**src/rtl/shift_add_multiplier_param.sv**
```systemverilog
// Sequential shift-and-add multiplier: one multiplier bit per clock, unsigned or two's-complement per operation.
// Optional macro SHIFT_ADD_EARLY_TERM_EN finishes as soon as the unconsumed multiplier bits are all zero.
module shift_add_multiplier_param #(
    parameter int WIDTH = 8,
    parameter int CNT_W = $clog2(WIDTH + 1)
) (
    input  logic               clk,
    input  logic               rst,
    input  logic               start,
    input  logic               signed_mode,
    input  logic [WIDTH-1:0]   b,
    input  logic [WIDTH-1:0]   q,
    output logic [2*WIDTH-1:0] result,
    output logic               busy,
    output logic               done
);
    typedef enum logic [1:0] {IDLE, CALC, DONE} state_t;

    state_t             state_q, state_d;
    logic [WIDTH:0]     a_q, a_d;
    logic [WIDTH-1:0]   b_q, b_d;
    logic [WIDTH-1:0]   q_q, q_d;
    logic               mode_q, mode_d;
    logic [CNT_W-1:0]   cnt_q, cnt_d;
    logic [2*WIDTH-1:0] result_q, result_d;
    logic               busy_q, busy_d;
    logic               done_q, done_d;

    logic [WIDTH+1:0]   a_ext;
    logic [WIDTH+1:0]   addend_ext;
    logic [WIDTH+1:0]   sum;
    logic [WIDTH:0]     a_step;
    logic [WIDTH-1:0]   q_step;
    logic [CNT_W-1:0]   cnt_step;
    logic               step_done;
    logic [2*WIDTH-1:0] prod_full;
`ifdef SHIFT_ADD_EARLY_TERM_EN
    logic [WIDTH-1:0]   rem_mask;
    logic [2*WIDTH:0]   aq_full;
`endif

    // One iteration: sum is two bits wider than B so carry (unsigned) or sign (signed) is exact.
    always_comb begin
        a_ext      = {mode_q & a_q[WIDTH], a_q};
        addend_ext = '0;
        if (q_q[0]) begin
            addend_ext = {{2{mode_q & b_q[WIDTH-1]}}, b_q};
            // The multiplier MSB carries negative weight in two's complement.
            if (mode_q && (cnt_q == CNT_W'(1))) begin
                addend_ext = -addend_ext;
            end
        end
        sum      = a_ext + addend_ext;
        a_step   = sum[WIDTH+1:1];
        q_step   = {sum[0], q_q[WIDTH-1:1]};
        cnt_step = cnt_q - CNT_W'(1);
`ifdef SHIFT_ADD_EARLY_TERM_EN
        // Low cnt_step bits of q_step are the multiplier bits not yet consumed.
        rem_mask  = ~({WIDTH{1'b1}} << cnt_step);
        step_done = ((q_step & rem_mask) == '0);
        aq_full   = {a_step, q_step};
        if (mode_q) begin
            prod_full = (2*WIDTH)'($signed(aq_full) >>> cnt_step);
        end else begin
            prod_full = (2*WIDTH)'(aq_full >> cnt_step);
        end
`else
        step_done = (cnt_step == '0);
        prod_full = {a_step[WIDTH-1:0], q_step};
`endif
    end

    always_comb begin
        state_d  = state_q;
        a_d      = a_q;
        b_d      = b_q;
        q_d      = q_q;
        mode_d   = mode_q;
        cnt_d    = cnt_q;
        result_d = result_q;
        busy_d   = busy_q;
        done_d   = 1'b0;
        unique case (state_q)
            IDLE: begin
                if (start) begin
                    b_d     = b;
                    q_d     = q;
                    mode_d  = signed_mode;
                    a_d     = '0;
                    cnt_d   = CNT_W'(WIDTH);
                    busy_d  = 1'b1;
                    state_d = CALC;
                end
            end
            CALC: begin
                a_d   = a_step;
                q_d   = q_step;
                cnt_d = cnt_step;
                // Result and done are registered on entry so both are visible during DONE.
                if (step_done) begin
                    result_d = prod_full;
                    done_d   = 1'b1;
                    state_d  = DONE;
                end
            end
            DONE: begin
                busy_d  = 1'b0;
                state_d = IDLE;
            end
            default: begin
                busy_d  = 1'b0;
                state_d = IDLE;
            end
        endcase
    end

    always_ff @(posedge clk or posedge rst) begin
        if (rst) begin
            state_q  <= IDLE;
            a_q      <= '0;
            b_q      <= '0;
            q_q      <= '0;
            mode_q   <= 1'b0;
            cnt_q    <= '0;
            result_q <= '0;
            busy_q   <= 1'b0;
            done_q   <= 1'b0;
        end else begin
            state_q  <= state_d;
            a_q      <= a_d;
            b_q      <= b_d;
            q_q      <= q_d;
            mode_q   <= mode_d;
            cnt_q    <= cnt_d;
            result_q <= result_d;
            busy_q   <= busy_d;
            done_q   <= done_d;
        end
    end

    assign result = result_q;
    assign busy   = busy_q;
    assign done   = done_q;
endmodule

```
**config.mk**
```make
export PLATFORM = sky130hd
export DESIGN_NAME = shift_add_multiplier_param
export DESIGN_NICKNAME = d
export VERILOG_FILES = /design/src/rtl/shift_add_multiplier_param.sv
export SDC_FILE = /design/constraint.sdc
export NUM_CORES = 1
export LEC_CHECK = 0
export ABC_CLOCK_PERIOD_IN_PS = 3500
export CORE_MARGIN = 4
export CORE_UTILIZATION = 54
export CTS_CLUSTER_DIAMETER = 200
export DETAILED_ROUTE_END_ITERATION = 10
export PLACE_DENSITY = 0.79
export REMOVE_ABC_BUFFERS = 1
export SYNTH_ARGS = -nofsm -noshare
export SYNTH_HDL_FRONTEND = slang
export SYNTH_SLANG_ARGS = --single-unit
```
**constraint.sdc**
```tcl
create_clock -name clk -period 3.5 [get_ports clk]
set_clock_uncertainty 0.05 [all_clocks]
set_input_delay 0.875 -clock clk [delete_from_list [all_inputs] [get_ports clk]]
set_output_delay 0.875 -clock clk [all_outputs]
set_load 0.02 [all_outputs]
```
**After elaboration in Yosys (flattened, before gate mapping)**

Cells that the tools add are included.

- Register bits after elaboration: 50
- Output and inout bits: 18

- $add $sub $neg: 3
- Equal/unequal tests: 4
- Mux-type cells: 15
- Bitwise gates (word level): 3
- Reductions and logical operators: 9

Operator list:

| cell | count |
|---|---|
| $mux 10 | 2 |
| $pmux 9 s2 | 1 |
| $pmux 8 s2 | 1 |
| $add 10x10->10 | 1 |
| $neg 10->10 | 1 |
| $reduce_and 2->1 | 5 |
| $mux 9 | 1 |
| $mux 8 | 1 |
| $pmux 4 s2 | 1 |
| $eq 4x1->1 const B | 1 |
| $logic_not 4->1 | 1 |
| $mux 2 | 2 |
| $mux 4 | 1 |
| $ne 2x2->1 const B | 2 |
| $pmux 2 s2 | 1 |
| $sub 4x1->4 const B | 1 |
| $mux 1 | 3 |
| $and 1x1->1 | 2 |
| $eq 2x1->1 const B | 1 |
| $logic_not 2->1 | 1 |
| $pmux 1 s2 | 1 |
| $reduce_bool 2->1 | 1 |
| $logic_and 1x1->1 | 1 |
| $not 1->1 | 1 |

**Longest topological paths before layout**

- Word-level depth: 6
- Gate-level depth with buffers: 14
- Mapped depth without buffers: 13

**Least setup slack after synthesis**

OpenSTA, ideal clock, no wires.

- Path type: reg-to-reg
- Start: register cnt_q[0]
- End: register result_q[15] (netlist: result[15])
- Library setup time: 0.128 ns
- Arrival: 2.812 ns
- Data required time: 3.322 ns
- Path slack: 0.510 ns
- Cell stages (with the launch flop): 13
- Path buffers: 1
- Period minus slack after synthesis: 2.990 ns
- Cells stage by stage: dfrtp_1 > ha_1 > nand4bb_1 > clkbuf_1 > mux2i_1 > nor2b_1 > fa_1 > a21o_1 > a21oi_1 > a21oi_1 > o31ai_1 > xnor2_1 > mux2_1

- Cells in the longest elaborated chain, start to end: 5
- Elaborated cells on any way between the ends: 8
- Those cells by class: add/sub: 2; eq/ne: 1; mux: 2; reduce/logical: 3

Ends and longest elaborated chain:

| what | RTL line | RTL |
|---|---|---|
| start, declared | 24 | `logic [CNT_W-1:0] cnt_q, cnt_d;` |
| start signal, assigned | 134 | `cnt_q <= cnt_d;` |
| $eq 4x1->1 | 49 | `if (mode_q && (cnt_q == CNT_W'(1))) begin` |
| $logic_and 1x1->1 | 49 |  |
| $mux 10 | 49 |  |
| $mux 10 | 46 | `if (q_q[0]) begin` |
| $add 10x10->10 | 53 | `sum = a_ext + addend_ext;` |
| end signal, assigned | 135 | `result_q <= result_d;` |
| end, declared | 25 | `logic [2*WIDTH-1:0] result_q, result_d;` |

Parallel ways exist; a longest one is shown, timed or not.
A chain may end at the register's enable or synchronous reset.

**Worst setup path after layout**

- Start: register cnt_q[1]
- End: register result_q[15] (netlist: result[15])

The elaborated chain is that of the path after synthesis.

==> metrics.yaml <==
outcome:
  status: "completed"
timing:
  fmax_mhz: 319
  period_share_pct: 89.5
  hold_viol: 0
  slew_violations: 0
  rsz0062_at_grt: "false"
  fin_crit_ps: 3130
  tightest_slew_ps: 633
  finalSetupViolCount: 0
  slew_headroom_pct: 57.8
finish:
  final_cells: 361
  finalCoreUtilization_pct: 68.1
  layout-drive-gt1-share_pct: 9.52
  final_cell_mix: "50 x dfrtp_1, 37 x clkdlybuf4s50_1, 22 x nand2_1"
  fin_nets: 327
  final_common_cell: "dfrtp_1"
  n_antenna_cell: 0
  nFillCells: 396
  synthToLayoutAreaGrowth_pct: 21.5
power_and_ir_drop:
  p_total_uw: 3380
  vdd_drop_max_uv: 683
  power.leakage_uw: 0.00146
  power.density_mw_per_mm2: 1040
worst_setup_path:
  cp_num_buf_inv: 1
  cpPeakStageDelay_ps: 420
  critPathLaunchType: "register"
  crit_required_ps: 3660
  crit_path_end_kind: "register"
  crit_fanout: 9
  arrival_ps: 3290
  path_delay_family: "compound AO/OA/AOI/OAI gates"
  slowest_stage: "dfrtp_1"
  crit_type: "reg -> reg"
  cp_cell_sequence: "inv_1 -> ha_1 -> nand4bb_2 -> or3_1 -> a21boi_1 -> ha_1 -> a21o_1 -> a21oi_1 -> a21oi_1 -> o31ai_1 -> xnor2_1 -> mux2_1"
clocking:
  cts_inserted_buffers: 5
  insertion_delay_ps: 310
  htreeDepth: 2
  cts_tree: "built"
  clk_pin_slew_ps: 100
  clockBufferDepth: 2
  cts-root-buf: "clkbuf_8"
  cts.sinks: 50
placement:
  placement.io_buffers: 37
  gp_congestion: 0.801
  hpwl_mm: 3.63
  dp_cells: 353
synth:
  async_flop_share_pct: 100
  synth-seq-area-share_pct: 47.0
  avgSynthCellArea_sq_um: 10.4
  synth_ff_type: "dfrtp_1"
  yosys_register_bits: 50
  yosys_warnings: 0
  yosysUniqueCellTypes: 41
  synth-edff-count: 0
  synth_area_sq_mm: 0.00266
  synthCells: 255
floorplan:
  start_util_pct: 56.0
  fp.dieH_microns: 78.2
  rows: 25
  die_w_microns: 78.2
  core-area_sq_mm: 0.00475
  pin_count: 38
  dieArea_sq_mm: 0.00612
routing:
  dr.pass1.iters: 6
  first_iter_violations: 90
  postRouteAntennaNets: 0
  vias: 1954
  drc: 0
  viasPerCell: 5.41
  wl_mm: 5.29
  avgRoutedWirePerCell_microns: 14.6
global_route:
  grt_pass1_wl_mm: 9.08
  grt_antenna_before_repair: 0
  grt_use_total_pct: 18.5
  grt_overflow: 0
  grt_pass1_vias: 1967
  grt_max_degree: 51
hold_path:
  hold_class: "reg -> reg"
flow_run:
  timing.max_cap.violations: 0
-- report_power, final --
part | switching, uW | internal [uW] | total [uW]
clock | 210 | 218 | 428
sequential | 257 | 870 | 1130
combinational | 968 | 857 | 1820
-- timing repair --
action,4_1_cts,5_1_grt
resized for setup,0,1
setup endpoints to repair,0,1
setup buffers,0,0
hold buffers,0,0
-- layer usage --
layer,GRT usage (%),vias up,wire (microns)
met1,24.6,933,2420
li1,-,960,-
met4,5.24,0,62
met3,4.47,6,344
met5,0,-,0
met2,30.3,55,2460
-- cells in the mapped netlist, types with 5 or more instances --
cell | number | area (sq um)
o22ai_1 | 8 | 50.1
xnor2_1 | 5 | 43.8
mux2i_1 | 15 | 150
nand2_1 | 22 | 82.6
nor2_1 | 18 | 67.6
inv_1 | 12 | 45.0
mux2_2 | 7 | 78.8
ha_1 | 13 | 163
xor2_1 | 7 | 61.3
o21ai_0 | 11 | 55.1
dfrtp_1 | 50 | 1250
clkbuf_1 | 9 | 33.8
a21oi_1 | 20 | 100
mux2_1 | 10 | 113
-- flip-flops by register name (all words and copies together), names as in the netlist --
name / flops
result: 16
a_q: 9
b_q: 8
q_q: 8
cnt_q: 4
state_q: 2
busy: 1
done: 1
mode_q: 1
-- stage by stage --
stage | setup slack, ps | TNS, ps | hold WS (ps) | area (sq um)
floorplan | -228 | -2530 | 389 | 2630
global placement | 370 | 0 | 425 | 3110
detailed placement | 255 | 0 | 430 | 3110
CTS | 268 | 0 | 442 | 3230
global route | 72.0 | 0 | 476 | 3240
finish | 367 | 0 | 437 | 3240
-- cell type report --
cell class              instances  area, sq um  area share (%)
clock buffers                   5         68.8            2.13
clock inverters                 3         47.5            1.47
inverters                      14         52.6            1.62
multi-input cells             181         1330            41.1
flip-flops and latches         50         1250            38.7
well taps                      67         83.8            2.59
repair buffers                 41          400            12.4
-- path summary, 6_finish.rpt --
check | startpoint | endpoint | slack (ps) | cells past startpoint
worst max-delay path | cnt_q[1]$_DFFE_PP0P_ | result[15]$_DFFE_PP0P_ | 370 | 12
worst min-delay path | state_q[1]$_DFFE_PP0P_ | busy$_DFFE_PP0P_ | 440 | 1
worst max register to register | cnt_q[1]$_DFFE_PP0P_ | result[15]$_DFFE_PP0P_ | 370 | 12
worst min register to register | state_q[1]$_DFFE_PP0P_ | busy$_DFFE_PP0P_ | 440 | 1
max in group asynchronous | rst | result[13]$_DFFE_PP0P_ | 1980 | 3
min in group asynchronous | rst | q_q[6]$_DFFE_PP0P_ | 1000 | 3
-- worst reg2reg max path: cells and delay by family (launching register included) --
family,cells,cell delay [ps]
compound gates,5,970
xor+xnor,1,130
mux,1,290
flops,1,420
buf+inv,1,110
fa+ha+maj,2,450
simple gates,2,620
-- logic make-up (layout without fill, tap and decap cells) --
family | count (synthesis) | in the layout | share of synthesized area [%]
adders and majority gates | 14 | 14 | 6.86
DFF | 50 | 50 | 47.0
and+or+nand+nor | 66 | 66 | 13.1
AOI/OAI and AO/OA | 57 | 57 | 12.9
muxes | 32 | 32 | 12.8
buffers and inverters | 24 | 63 | 3.43
xor gates and xnor gates | 12 | 12 | 3.95
Note: power is estimated with default switching activity, not from simulation.
